--- config.mk ---
export PLATFORM = sky130hd
export DESIGN_NAME = sync_fifo_param
export DESIGN_NICKNAME = d
export VERILOG_FILES = /design/src/rtl/sync_fifo_pkg.sv /design/src/rtl/fifo_mem_2p.sv /design/src/rtl/sync_fifo_param.sv
export SDC_FILE = /design/constraint.sdc
export NUM_CORES = 1
export LEC_CHECK = 0
export BUFFER_PORTS_ARGS = -buffer_cell sky130_fd_sc_hd__buf_2
export CORE_AREA = 8 8 193 122
export CTS_CLUSTER_DIAMETER = 30
export DETAILED_ROUTE_END_ITERATION = 6
export DIE_AREA = 0 0 201 130
export MAX_ROUTING_LAYER = met4
export PLACE_DENSITY_LB_ADDON = 0.05
export SETUP_SLACK_MARGIN = 0.15
export SKIP_LAST_GASP = 1
export SYNTH_ARGS = -nofsm -noshare
export SYNTH_HDL_FRONTEND = slang
export SYNTH_HIERARCHICAL = 1
export SYNTH_SLANG_ARGS = --single-unit
--- constraint.sdc ---
create_clock -name clk -period 6.3 [get_ports clk]
set_input_delay 0.63 -clock clk [delete_from_list [all_inputs] [get_ports clk]]
set_output_delay 0.63 -clock clk [all_outputs]
set_load 0.03 [all_outputs]
--- src/rtl/sync_fifo_pkg.sv ---
// Shared width helpers, parameter checks and read-mode encoding for the single-clock FIFO.
package sync_fifo_pkg;

    typedef enum logic {
        FIFO_STD  = 1'b0,
        FIFO_FWFT = 1'b1
    } fifo_mode_e;

    // Address bits needed to index DEPTH entries (at least one bit).
    function automatic int unsigned addr_w(input int unsigned depth);
        return (depth > 1) ? int'($clog2(depth)) : 1;
    endfunction

    // Pointer and occupancy width: one extra bit so DEPTH itself is representable.
    function automatic int unsigned cnt_w(input int unsigned depth);
        return addr_w(depth) + 1;
    endfunction

    function automatic bit is_pow2(input int unsigned v);
        return (v != 0) && ((v & (v - 1)) == 0);
    endfunction

    function automatic fifo_mode_e mode_of(input int unsigned fwft);
        return (fwft != 0) ? FIFO_FWFT : FIFO_STD;
    endfunction

endpackage

--- src/rtl/fifo_mem_2p.sv ---
// WIDTH x DEPTH storage array: one synchronous write port, one asynchronous read port, no reset.
module fifo_mem_2p
    import sync_fifo_pkg::*;
#(
    parameter int unsigned WIDTH = 8,
    parameter int unsigned DEPTH = 16
) (
    input  logic                       clk,
    input  logic                       wr_en_i,
    input  logic [addr_w(DEPTH)-1:0]   wr_addr_i,
    input  logic [WIDTH-1:0]           wr_data_i,
    input  logic [addr_w(DEPTH)-1:0]   rd_addr_i,
    output logic [WIDTH-1:0]           rd_data_o
);

    logic [WIDTH-1:0] mem_q [DEPTH];

    always_ff @(posedge clk) begin
        if (wr_en_i) begin
            mem_q[wr_addr_i] <= wr_data_i;
        end
    end

    assign rd_data_o = mem_q[rd_addr_i];

endmodule

--- src/rtl/sync_fifo_param.sv ---
// Single-clock parametrised FIFO with occupancy count, programmable almost flags,
// sticky overflow/underflow and selectable standard or first-word-fall-through read.
module sync_fifo_param
    import sync_fifo_pkg::*;
#(
    parameter int unsigned WIDTH     = 8,
    parameter int unsigned DEPTH     = 16,
    parameter int unsigned FWFT      = 0,
    parameter int unsigned AF_THRESH = DEPTH - 2,
    parameter int unsigned AE_THRESH = 2
) (
    input  logic                      clk,
    input  logic                      rst,
    input  logic                      wr_en,
    input  logic [WIDTH-1:0]          wr_data,
    input  logic                      rd_en,
    output logic [WIDTH-1:0]          rd_data,
    output logic                      rd_valid,
    output logic                      full,
    output logic                      empty,
    output logic                      almost_full,
    output logic                      almost_empty,
    output logic [cnt_w(DEPTH)-1:0]   count,
    output logic                      overflow,
    output logic                      underflow,
    input  logic                      clr_err
);

    localparam int unsigned ADDR_W = addr_w(DEPTH);
    localparam int unsigned CNT_W  = cnt_w(DEPTH);
    localparam fifo_mode_e  MODE   = mode_of(FWFT);

    localparam logic [CNT_W-1:0] DEPTH_C = CNT_W'(DEPTH);
    localparam logic [CNT_W-1:0] AF_C    = CNT_W'(AF_THRESH);
    localparam logic [CNT_W-1:0] AE_C    = CNT_W'(AE_THRESH);

    if (WIDTH < 1) begin : g_bad_width
        $error("sync_fifo_param: WIDTH must be >= 1");
    end
    if (!is_pow2(DEPTH) || DEPTH < 2) begin : g_bad_depth
        $error("sync_fifo_param: DEPTH must be a power of two and >= 2");
    end
    if (AF_THRESH > DEPTH) begin : g_bad_af
        $error("sync_fifo_param: AF_THRESH must not exceed DEPTH");
    end
    if (AE_THRESH >= DEPTH) begin : g_bad_ae
        $error("sync_fifo_param: AE_THRESH must be below DEPTH");
    end

    logic [CNT_W-1:0] wr_ptr_q, wr_ptr_d;
    logic [CNT_W-1:0] rd_ptr_q, rd_ptr_d;
    logic [CNT_W-1:0] count_q,  count_d;
    logic             full_q,   full_d;
    logic             empty_q,  empty_d;
    logic             afull_q,  afull_d;
    logic             aempty_q, aempty_d;
    logic             ovf_q,    ovf_d;
    logic             udf_q,    udf_d;
    logic             rd_valid_q, rd_valid_d;
    logic [WIDTH-1:0] rd_data_q,  rd_data_d;

    logic             wr_acc;
    logic             rd_acc;
    logic [WIDTH-1:0] mem_rdata;

    fifo_mem_2p #(
        .WIDTH (WIDTH),
        .DEPTH (DEPTH)
    ) u_mem (
        .clk       (clk),
        .wr_en_i   (wr_acc & ~rst),
        .wr_addr_i (wr_ptr_q[ADDR_W-1:0]),
        .wr_data_i (wr_data),
        .rd_addr_i (rd_ptr_q[ADDR_W-1:0]),
        .rd_data_o (mem_rdata)
    );

    // Acceptance uses the registered flags, so a read never frees room for a same-cycle write.
    always_comb begin
        wr_acc     = wr_en & ~full_q;
        rd_acc     = rd_en & ~empty_q;

        wr_ptr_d   = wr_ptr_q + CNT_W'(wr_acc);
        rd_ptr_d   = rd_ptr_q + CNT_W'(rd_acc);
        count_d    = wr_ptr_d - rd_ptr_d;

        full_d     = (count_d == DEPTH_C);
        empty_d    = (count_d == '0);
        afull_d    = (count_d >= AF_C);
        aempty_d   = (count_d <= AE_C);

        ovf_d      = (wr_en & full_q)  | (ovf_q & ~clr_err);
        udf_d      = (rd_en & empty_q) | (udf_q & ~clr_err);

        rd_valid_d = rd_acc;
        rd_data_d  = rd_acc ? mem_rdata : rd_data_q;
    end

    always_ff @(posedge clk) begin
        if (rst) begin
            wr_ptr_q   <= '0;
            rd_ptr_q   <= '0;
            count_q    <= '0;
            full_q     <= 1'b0;
            empty_q    <= 1'b1;
            afull_q    <= 1'b0;
            aempty_q   <= 1'b1;
            ovf_q      <= 1'b0;
            udf_q      <= 1'b0;
            rd_valid_q <= 1'b0;
            rd_data_q  <= '0;
        end else begin
            wr_ptr_q   <= wr_ptr_d;
            rd_ptr_q   <= rd_ptr_d;
            count_q    <= count_d;
            full_q     <= full_d;
            empty_q    <= empty_d;
            afull_q    <= afull_d;
            aempty_q   <= aempty_d;
            ovf_q      <= ovf_d;
            udf_q      <= udf_d;
            rd_valid_q <= rd_valid_d;
            rd_data_q  <= rd_data_d;
        end
    end

    // FWFT presents the head word straight from the array whenever the FIFO holds data.
    assign rd_data      = (MODE == FIFO_FWFT) ? mem_rdata : rd_data_q;
    assign rd_valid     = (MODE == FIFO_FWFT) ? ~empty_q  : rd_valid_q;
    assign full         = full_q;
    assign empty        = empty_q;
    assign almost_full  = afull_q;
    assign almost_empty = aempty_q;
    assign count        = count_q;
    assign overflow     = ovf_q;
    assign underflow    = udf_q;

endmodule

==> metrics.yaml, run 1 <==
yosysWarnings: 6
pwr-share-clk_pct: 38.1
cts_htree_levels: 4
cts_sinks: 158
final_common_cell: "edfxtp_1"
p_sw_uw: 733
register_area_sq_mm: 0.00445
area_growth_pct: 16.5
grt_pass1_wl_microns: 21100
top_layer: "met4"
slowest_delay_ns: 0.38
cts_buffers: 17
nets: 415
synth_edf_count: 128
ys_ff_latch: 158
detail_route.first_pass.iterations: 4
wl_met2_microns: 5900
dr.first_iter.drc_count: 254
wl_met3_microns: 371
clkTransAtPathRegs_ns: 0.07
maxCapViolCount: 0
p_per_area_mw_per_mm2: 367
routedLengthMet1_microns: 7950
peakVddDrop_v: 0.000176
start_util_pct: 30.5
cts_root_buffer: "clkbuf_16"
row_count: 41
worst_pin_slew_ns: 1.15
antenna_cells: 0
coreArea_sq_mm: 0.0206
finalHoldViolCount: 0
cts_setup_buffers: 0
worstPathArrival_ns: 3.71
setup_tns_ns: 0
switching_share_pct: 27.3
cpMostUsedCell: "ha_1"
clockBufferDepth: 2
crit_path_max_fanout: 10
totalWireLength_microns: 14300
p_int_mw: 1.95
grt_max_degree: 35
clk_latency_ns: 0.42
die_h_microns: 130
die_w_microns: 201
min_from: "rd_data[0]"
synthesis.area_sq_mm: 0.00628
fin_crit_ns: 3.39
detail-route-antenna-nets: 0
avgSynthCellArea_sq_um: 17.7
startpoint: "empty"
synth_cell_types: 42
combPwrFrac_pct: 17.4
vias_per_cell: 4.56
worstSetupPathType: "register to register"
io_pins: 33
cts_tree: "built"
syn_inst: 354
cpMaxStageDelayCell: "maj3_1"
die-area_sq_mm: 0.0261
multiInputGateArea_sq_mm: 0.00172
grt_pass1_vias: 3147
ctsHoldBuffers: 0
grt_usage_pct: 11.7
synthArstFlopShare_pct: 0
finalCritPeriodShare_pct: 53.9
fin_skew_ns: 0.00960
r2r-start: "empty"
mostFrequentLayoutCells: "edfxtp_1 (128), buf_2 (32), nor2_1 (31)"
nFillCells: 1942
antenna_found_initial: 0
hpwlAfterDp_microns: 9470
vias: 3131
rsz0062_at_grt: "no"
slew_headroom_pct: 22.8
required_ns: 6.62
portBuffers: 32
leakagePower_nw: 2.42
fmax_ghz: 0.295
seqPwrFrac_pct: 44.5
endpoint_kind: "register"
critPathLaunchType: "register"
cts_resized: 0
place.gp.congestion: 0.700
utilization_pct: 35.6
grt.overflow.total: 0
status: "completed"
ys_seq_area_share_pct: 70.8
ys.flop_type: "edfxtp_1"
drt-wirelength-per-cell_microns: 20.8
finalMaxSlewViolations: 0
finalSetupViolCount: 0
drc: 0
hp-class: "register to register"
drive_gt1_share_pct: 24.8
syn_nets: 374
critical_path.cell_chain: "nand2b_1, clkinv_1, ha_1, ha_1, xnor2_1, ha_1, a21oi_2, maj3_1, maj3_2, xnor2_4, a41o_1"
cell usage after synthesis, types with 2 or more instances:
cell type | instances | area, sq um
ha_1 | 7 | 87.6
clkdlybuf4s25_2 | 3 | 30.0
a21oi_1 | 9 | 45.0
mux4_1 | 14 | 368
xnor2_1 | 3 | 26.3
clkbuf_1 | 3 | 11.3
dfxtp_1 | 30 | 601
nand3_1 | 4 | 20.0
a22oi_1 | 18 | 135
nor2_1 | 31 | 116
nand2b_1 | 4 | 25.0
edfxtp_1 | 128 | 3840
nor2b_1 | 6 | 37.5
maj3_1 | 2 | 20.0
xor2_2 | 3 | 48.8
inv_1 | 6 | 22.5
xnor2_2 | 2 | 32.5
nand3_2 | 2 | 20.0
mux4_2 | 18 | 405
nand2_1 | 27 | 101
nand3b_1 | 2 | 15.0
nor3_1 | 5 | 25.0
buf_6 | 3 | 33.8
buf_2 | 3 | 15.0
xor2_1 | 4 | 35.0
worst max-delay path: cells and delay by family (launching register included):
family | cells | cell delay (ns)
buffers and inverters | 1 | 0.32
flip-flops | 1 | 0.36
AO/OA/AOI/OAI | 2 | 0.32
AND/OR/NAND/NOR | 1 | 0.34
XOR/XNOR | 2 | 0.36
adder cells (fa/ha/maj) | 5 | 1.58
power by group through the flow:
stage	sequential [mW]	combinational, mW	clock [mW]
6_report	1.19	0.467	1.02
3_5_place_dp	1.22	0.473	0
2_1_floorplan	1.28	0.286	0
3_3_place_gp	1.22	0.474	0
5_1_grt	1.20	0.511	1.09
4_1_cts	1.20	0.476	1.05
state kept, by name, summed over array words and instances, names as in the netlist:
register	cells
u_mem/mem_q	128
rd_data	8
count	5
rd_ptr_q	5
wr_ptr_q	5
almost_empty	1
almost_full	1
empty	1
full	1
overflow	1
rd_valid	1
underflow	1
through the flow:
step | cell area (sq um) | setup WS, ns | instances | total power, mW | hold slack (ns)
2_1_floorplan | 6280 | 2.92 | 354 | 1.57 | 0.485
3_3_place_gp | 6730 | 2.69 | 655 | 1.69 | 0.453
3_5_place_dp | 6730 | 2.59 | 655 | 1.69 | 0.447
4_1_cts | 7310 | 2.87 | 687 | 2.73 | 0.457
5_1_grt | 7310 | 2.54 | 687 | 2.81 | 0.476
6_report | 7310 | 2.91 | 687 | 2.68 | 0.454
area by class of cell:
class	instances	share of cell area [%]
clock buffers	17	5.82
clock inverters	15	2.19
inverters	7	0.359
multi-input cells	175	23.5
flip-flops and latches	158	60.8
well taps	279	4.77
repair buffers	36	2.60
layer usage:
metal	track usage, %	vias up
li1	-	1463
met5	-	-
met3	2.87	8
met2	15.6	38
met4	3.62	0
met1	17.0	1622
kinds of logic (layout without fill, tap and decap cells):
group / count (synthesis) / in the layout / share of synthesized area, %
simple gates: 87 / 87 / 6.56
flops: 158 / 158 / 70.8
mux: 33 / 33 / 12.5
buf+inv: 21 / 75 / 2.03
fa+ha+maj: 10 / 10 / 1.89
compound gates: 32 / 32 / 3.55
xor+xnor: 13 / 13 / 2.71
worst paths after layout:
path,slack [ns],endpoint,depth (start not counted)
worst max-delay path,2.91,empty,11
worst max register to register,2.91,empty,11
worst min register to register,0.45,rd_data[0],2
worst min-delay path,0.45,rd_data[0],2
Note: power is estimated with default switching activity, not from simulation.
==> inputs of run 2 (changes only) <==
--- a/config.mk
+++ b/config.mk
@@ -5,11 +5,12 @@
 export SDC_FILE = /design/constraint.sdc
 export NUM_CORES = 1
 export LEC_CHECK = 0
+export ABC_AREA = 1
 export BUFFER_PORTS_ARGS = -buffer_cell sky130_fd_sc_hd__buf_2
-export CORE_AREA = 8 8 193 122
+export CORE_AREA = 8 8 205 129
 export CTS_CLUSTER_DIAMETER = 30
 export DETAILED_ROUTE_END_ITERATION = 6
-export DIE_AREA = 0 0 201 130
+export DIE_AREA = 0 0 213 137
 export MAX_ROUTING_LAYER = met4
 export PLACE_DENSITY_LB_ADDON = 0.05
 export SETUP_SLACK_MARGIN = 0.15
==> constraint.sdc (replaced) <==
create_clock -name clk -period 2.94 [get_ports clk]
set_input_delay 0.294 -clock clk [delete_from_list [all_inputs] [get_ports clk]]
set_output_delay 0.294 -clock clk [all_outputs]
set_load 0.03 [all_outputs]
==> metrics.yaml, run 2 <==
status: "completed"  # unchanged
peakVddDrop_v: 0.000447  # was 0.000176 V
p_per_area_mw_per_mm2: 707  # was 367 mW/mm^2
grt_pass1_vias: 4662  # was 3147
maxCapViolCount: 0  # unchanged
cpMaxStageDelayCell: "dfxtp_1"  # was maj3_1
finalSetupViolCount: 0  # unchanged
critPathLaunchType: "register"  # unchanged
hpwlAfterDp_microns: 12900  # was 9470 microns
fin_cells: 1121  # was 687
nets: 807  # was 415
worst-path-buf-inv: 1  # unchanged
fmax_ghz: 0.424  # was 0.295 GHz
dp.cells: 1090  # was 655
netlist_top_cells_count: "nand2_1 (212), edfxtp_1 (128), inv_1 (124)"  # was edfxtp_1 (128), nor2_1 (31), dfxtp_1 (30)
ctsHoldBuffers: 0  # unchanged
yosysWarnings: 6  # unchanged
place.gp.congestion: 0.782  # was 0.700
cts_root_buffer: "clkbuf_16"  # unchanged
leakagePower_nw: 3.55  # was 2.42 nW
met3_usage_pct: 3.41  # was 2.87%
utilization_pct: 34.6  # was 35.6%
ys_seq_area_share_pct: 62.8  # was 70.8%
worstSetupPathType: "register to register"  # unchanged
antenna_found_initial: 0  # unchanged
synth_most_common_cell: "nand2_1"  # was edfxtp_1
mostFrequentLayoutCells: "nand2_1 (212), edfxtp_1 (128), inv_1 (124)"  # was edfxtp_1 (128), buf_2 (32), nor2_1 (31)
portBuffers: 32  # unchanged
largest_reg_flops: 128  # unchanged
clockBufferDepth: 2  # unchanged
rsz0062_at_grt: "no"  # unchanged
finalMaxSlewViolations: 0  # unchanged
endpoint_kind: "register"  # unchanged
synth.top_cell.area_share_pct: 54.3  # was 61.2%
r2r-start: "full"  # was empty
r2r_slack_ns: 0.58  # was 2.91 ns
use_met2_pct: 18.8  # was 15.6%
cts_buffers: 17  # unchanged
row_count: 44  # was 41
yosys.area.top_type: "edfxtp_1"  # unchanged
ys_ff_latch: 158  # unchanged
cts_tree: "built"  # unchanged
multiInputGateArea_sq_mm: 0.00193  # was 0.00172 sq mm
avgSynthCellArea_sq_um: 9.57  # was 17.7 sq um
synthArstFlopShare_pct: 0  # unchanged
nFillCells: 2423  # was 1942
ys_top_cells_by_area: "edfxtp_1 (54%), nand2_1 (11%), dfxtp_1 (8.5%), nand3_1 (7.2%), inv_1 (6.6%)"  # was edfxtp_1 (61%), dfxtp_1 (9.6%), mux4_2 (6.5%), mux4_1 (5.9%), a22oi_1 (2.2%)
drt-wirelength-per-cell_microns: 17.3  # was 20.8 microns
vias_per_cell: 4.23  # was 4.56
slowest_delay_ns: 0.33  # was 0.38 ns
hold_depth: 4  # was 2
cts_sinks: 158  # unchanged
cts_htree_levels: 4  # unchanged
cpMostUsedCell: "ha_1"  # unchanged
cts_resized: 0  # unchanged
die-area_sq_mm: 0.0292  # was 0.0261 sq mm
min_to: "overflow"  # was rd_data[0]
hp-class: "primary input to register"  # was register to register
ys.flop_type: "edfxtp_1"  # unchanged
register_area_sq_mm: 0.00445  # unchanged
dr.first_iter.drc_count: 265  # was 254
totalWireLength_microns: 19400  # was 14300 microns
syn_inst: 740  # was 354
detail_route.first_pass.iterations: 4  # unchanged
coreArea_sq_mm: 0.0235  # was 0.0206 sq mm
setup_tns_ns: 0  # unchanged
fin_skew_ns: 0.00603  # was 0.00960 ns
slew_headroom_pct: 46.3  # was 22.8%
power_mw: 5.75  # was 2.68 mW
placed_area_sq_mm: 0.00764  # was 0.00673 sq mm
synth_cell_types: 28  # was 42
grt_usage_pct: 14.3  # was 11.7%
grt_max_degree: 65  # was 35
io_pins: 33  # unchanged
worst_pin_slew_ns: 0.804  # was 1.15 ns
syn_nets: 760  # was 374
cp_top_family: "adder cells"  # unchanged
die_h_microns: 137  # was 130 microns
worstPathArrival_ns: 2.68  # was 3.71 ns
vias: 4741  # was 3131
critical_path.cell_chain: "nor2_1, ha_1, ha_1, xnor2_1, ha_1, o21bai_1, a21oi_2, nand2_1, nand3_1, nand3_2, nand2_1, inv_1"  # was nand2b_1, clkinv_1, ha_1, ha_1, xnor2_1, ha_1, a21oi_2, maj3_1, maj3_2, xnor2_4, a41o_1
detail-route-antenna-nets: 0  # unchanged
drive_gt1_share_pct: 14.3  # was 24.8%
clk_latency_ns: 0.42  # about the same
synthesis.area_sq_mm: 0.00708  # was 0.00628 sq mm
antenna_cells: 0  # unchanged
fin_crit_ns: 2.36  # was 3.39 ns
final_area_sq_mm: 0.00813  # was 0.00731 sq mm
required_ns: 3.26  # was 6.62 ns
cts_setup_buffers: 0  # unchanged
die_w_microns: 213  # was 201 microns
reg2reg_depth: 12  # was 11
reg2reg_to: "almost_empty"  # was empty
use_met1_pct: 20.8  # was 17.0%
crit_path_max_fanout: 5  # was 10
finalCritPeriodShare_pct: 80.3  # was 53.9%
min_from: "clr_err"  # was rd_data[0]
drc: 0  # unchanged
final_common_cell: "nand2_1"  # was edfxtp_1
synth_edf_count: 128  # unchanged
start_util_pct: 30.1  # was 30.5%
clkTransAtPathRegs_ns: 0.06  # was 0.07 ns
grt_pass1_wl_microns: 29400  # was 21100 microns
finalHoldViolCount: 0  # unchanged
top_usage_layer: "met1"  # unchanged
grt.overflow.total: 0  # unchanged
top_register: "u_mem/mem_q"  # unchanged
area_growth_pct: 14.8  # was 16.5%
run 2: power by group:
part | internal [mW] | switching [mW]
registers | 2.53 | 0.0542
clock network | 1.05 | 0.848
logic | 0.365 | 0.906
total | 3.94 | 1.81
run 2: cells by family after synthesis:
kind of cell    after synthesis  share of synthesized area (%)
xor+xnor                      1                          0.124
simple gates                397                           24.7
fa+ha+maj                     7                           1.24
compound gates               16                           1.27
buf+inv                     161                           9.91
flops                       158                           62.8
run 2: layout make-up:
class / count / share of cell area, %
Tap cell: 322 / 4.95
Inverter: 132 / 6.15
Sequential cell: 158 / 54.7
Timing Repair Buffer: 57 / 4.43
Multi-Input combinational cell: 421 / 23.8
Clock inverter: 12 / 0.677
Clock buffer: 19 / 5.32
run 2: worst max-delay path by stage:
| stage | end | from | depth (start not counted) |
|---|---|---|---|
| 2_1_floorplan | almost_empty | empty | 12 |
| 3_3_place_gp | almost_empty | wr_en | 14 |
| 3_5_place_dp | almost_empty | wr_en | 14 |
| 4_1_cts | almost_empty | full | 12 |
| 5_1_grt | almost_empty | full | 12 |
| 6_report | almost_empty | full | 12 |
run 2: worst register-to-register path, delay by kind of cell, from the launching register on:
| family | cells | cell delay [ns] |
|---|---|---|
| buffers and inverters | 1 | 0.04 |
| adders and majority gates | 3 | 0.83 |
| AOI/OAI and AO/OA | 2 | 0.37 |
| xor gates and xnor gates | 1 | 0.14 |
| and+or+nand+nor | 5 | 0.56 |
| DFF | 1 | 0.33 |
run 2: routing by layer:
metal | up-vias | share of wire, %
li1 | 2445 | -
met1 | 2210 | 51
met2 | 84 | 41
met3 | 2 | 7.7
met4 | 0 | 0.28
met5 | - | 0
run 2: per-stage QoR:
stage	hold slack [ns]	worst slack [ns]
final	0.141	0.580
after global routing	0.145	0.429
after CTS	0.108	0.577
after detailed placement	0.459	0.486
after global placement	0.449	0.542
after floorplan	0.393	0.605
==> inputs of run 3 (changes only) <==
==> constraint.sdc (replaced) <==
create_clock -name clk -period 2.45 [get_ports clk]
set_input_delay 0.245 -clock clk [delete_from_list [all_inputs] [get_ports clk]]
set_output_delay 0.245 -clock clk [all_outputs]
set_load 0.03 [all_outputs]
==> metrics.yaml, run 3 (same netlist as run 2, synthesis figures left out) <==
required_ns: 2.76  # was 3.26 ns
switching_share_pct: 30.6  # was 31.5%
area_growth_pct: 18.0  # was 14.8%
dr.first_iter.drc_count: 283  # was 265
drc: 0  # unchanged
die_w_microns: 213  # unchanged
min_to: "overflow"  # unchanged
cts_setup_buffers: 0  # unchanged
p_per_area_mw_per_mm2: 870  # was 707 mW/mm^2
die_h_microns: 137  # unchanged
antenna_found_initial: 0  # unchanged
wl_met2_microns: 7690  # was 7850 microns
routedLengthMet1_microns: 10700  # was 9970 microns
utilization_pct: 35.5  # was 34.6%
ctsHoldBuffers: 0  # unchanged
critPathLaunchType: "register"  # unchanged
grt_max_degree: 66  # was 65
clkTransAtPathRegs_ns: 0.06  # about the same
endpoint_kind: "register"  # unchanged
fin_crit_ns: 2.17  # was 2.36 ns
leakagePower_nw: 3.66  # was 3.55 nW
p_int_mw: 5.05  # was 3.94 mW
maxCapViolCount: 0  # unchanged
hold_ws_ns: 0.0674  # was 0.141 ns
place.gp.congestion: 0.819  # was 0.782
totalWireLength_microns: 19300  # was 19400 microns
worstPathArrival_ns: 2.48  # was 2.68 ns
clockBufferDepth: 2  # unchanged
largest_reg_flops: 128  # unchanged
fin_skew_ns: 0.0109  # was 0.00603 ns
seqPwrFrac_pct: 42.6  # was 44.9%
r2r-start: "full"  # unchanged
hpwlAfterDp_microns: 13100  # was 12900 microns
reg2reg_to: "almost_full"  # was almost_empty
cts_tree: "built"  # unchanged
row_count: 44  # unchanged
hold_depth: 4  # unchanged
worst_pin_slew_ns: 0.720  # was 0.804 ns
nets: 819  # was 807
vias: 4859  # was 4741
slew_headroom_pct: 51.9  # was 46.3%
top_register: "u_mem/mem_q"  # unchanged
finalHoldViolCount: 0  # unchanged
slowest_delay_ns: 0.38  # was 0.33 ns
io_pins: 33  # unchanged
status: "completed"  # unchanged
detail_route.first_pass.iterations: 5  # was 4
crit_path_max_fanout: 4  # was 5
grt.overflow.total: 0  # unchanged
cts_sinks: 158  # unchanged
detail-route-antenna-nets: 0  # unchanged
rsz0062_at_grt: "no"  # unchanged
final_common_cell: "nand2_1"  # unchanged
cts_htree_levels: 4  # unchanged
grt_usage_pct: 14.2  # was 14.3%
reg2reg_depth: 12  # unchanged
peakVddDrop_v: 0.000500  # was 0.000447 V
finalSetupViolCount: 0  # unchanged
cpMaxStageDelayCell: "dfxtp_1"  # unchanged
critical_path.cell_chain: "nor2_2, ha_1, ha_1, xnor2_1, ha_1, o21bai_2, a21oi_2, nand2_1, nand2_1, nand2_1, nand3_2, nand2_1"  # was nor2_1, ha_1, ha_1, xnor2_1, ha_1, o21bai_1, a21oi_2, nand2_1, nand3_1, nand3_2, nand2_1, inv_1
grt_pass1_wl_microns: 29000  # was 29400 microns
pwr-share-clk_pct: 36.0  # was 33.0%
antenna_cells: 0  # unchanged
mostFrequentLayoutCells: "nand2_1 (212), edfxtp_1 (128), inv_1 (124)"  # unchanged
coreArea_sq_mm: 0.0235  # unchanged
portBuffers: 32  # unchanged
cpMostUsedCell: "nand2_1"  # was ha_1
finalCritPeriodShare_pct: 88.4  # was 80.3%
r2r_slack_ns: 0.28  # was 0.58 ns
vias_per_cell: 4.28  # was 4.23
min_from: "clr_err"  # unchanged
grt_pass1_vias: 4744  # was 4662
worstSetupPathType: "register to register"  # unchanged
cts_root_buffer: "clkbuf_16"  # unchanged
combPwrFrac_pct: 21.4  # was 22.1%
clk_latency_ns: 0.43  # was 0.42 ns
setup_tns_ns: 0  # unchanged
wl_met3_microns: 748  # was 1490 microns
start_util_pct: 30.1  # unchanged
hp-class: "primary input to register"  # unchanged
die-area_sq_mm: 0.0292  # unchanged
finalMaxSlewViolations: 0  # unchanged
top_layer: "met4"  # unchanged
p_sw_mw: 2.22  # was 1.81 mW
cts_buffers: 17  # unchanged
fmax_ghz: 0.462  # was 0.424 GHz
drt-wirelength-per-cell_microns: 17.0  # was 17.3 microns
drive_gt1_share_pct: 17.4  # was 14.3%
[run 3: worst max path at each step]
stage	from	end	slack [ns]	cells past startpoint
final	full	almost_full	0.28	12
after floorplan	full	almost_empty	0.18	12
after detailed placement	rd_en	almost_empty	0.16	14
after global placement	rd_en	almost_empty	0.22	14
after CTS	empty	almost_empty	0.23	12
after global routing	full	almost_empty	0.15	12
[run 3: metal layers]
metal | vias to the layer above | global-route usage, %
met5 | - | -
li1 | 2477 | -
met2 | 78 | 18.8
met1 | 2297 | 21.1
met4 | 0 | 4.01
met3 | 7 | 2.97
[run 3: power by group through the flow]
| stage | combinational [mW] | sequential, mW | clock, mW |
|---|---|---|---|
| after floorplan | 0.893 | 3.32 | 0 |
| after global placement | 1.55 | 3.15 | 0 |
| after detailed placement | 1.56 | 3.15 | 0 |
| after CTS | 1.56 | 3.10 | 2.68 |
| after global routing | 1.75 | 3.11 | 2.78 |
| final | 1.56 | 3.10 | 2.62 |
[run 3: layout make-up]
type	count	area, sq um
sequential	158	4450
clock buffer	21	460
tap	322	403
multi-input combinational	421	1960
timing repair buffer	69	463
fill	2394	15200
clock inverter	11	118
inverter	132	500
[run 3: through the flow]
| step | instances | cell area [sq um] | worst slack [ns] | power, mW |
|---|---|---|---|---|
| 6_report | 1134 | 8350 | 0.284 | 7.27 |
| 4_1_cts | 1134 | 8330 | 0.226 | 7.34 |
| 5_1_grt | 1134 | 8350 | 0.148 | 7.64 |
| 3_3_place_gp | 1102 | 7750 | 0.223 | 4.70 |
| 2_1_floorplan | 740 | 7080 | 0.178 | 4.22 |
| 3_5_place_dp | 1102 | 7750 | 0.159 | 4.71 |
[run 3: worst max-delay path: cells and delay by family (launching register included)]
family | cells | cell delay [ns]
compound gates | 2 | 0.36
xor+xnor | 1 | 0.14
fa+ha+maj | 3 | 0.69
flops | 1 | 0.38
simple gates | 6 | 0.47
[run 3: repair_timing]
action                     CTS  global route
setup endpoints to repair    0             4
gates resized for setup      0             8
hold endpoints to repair     0             0
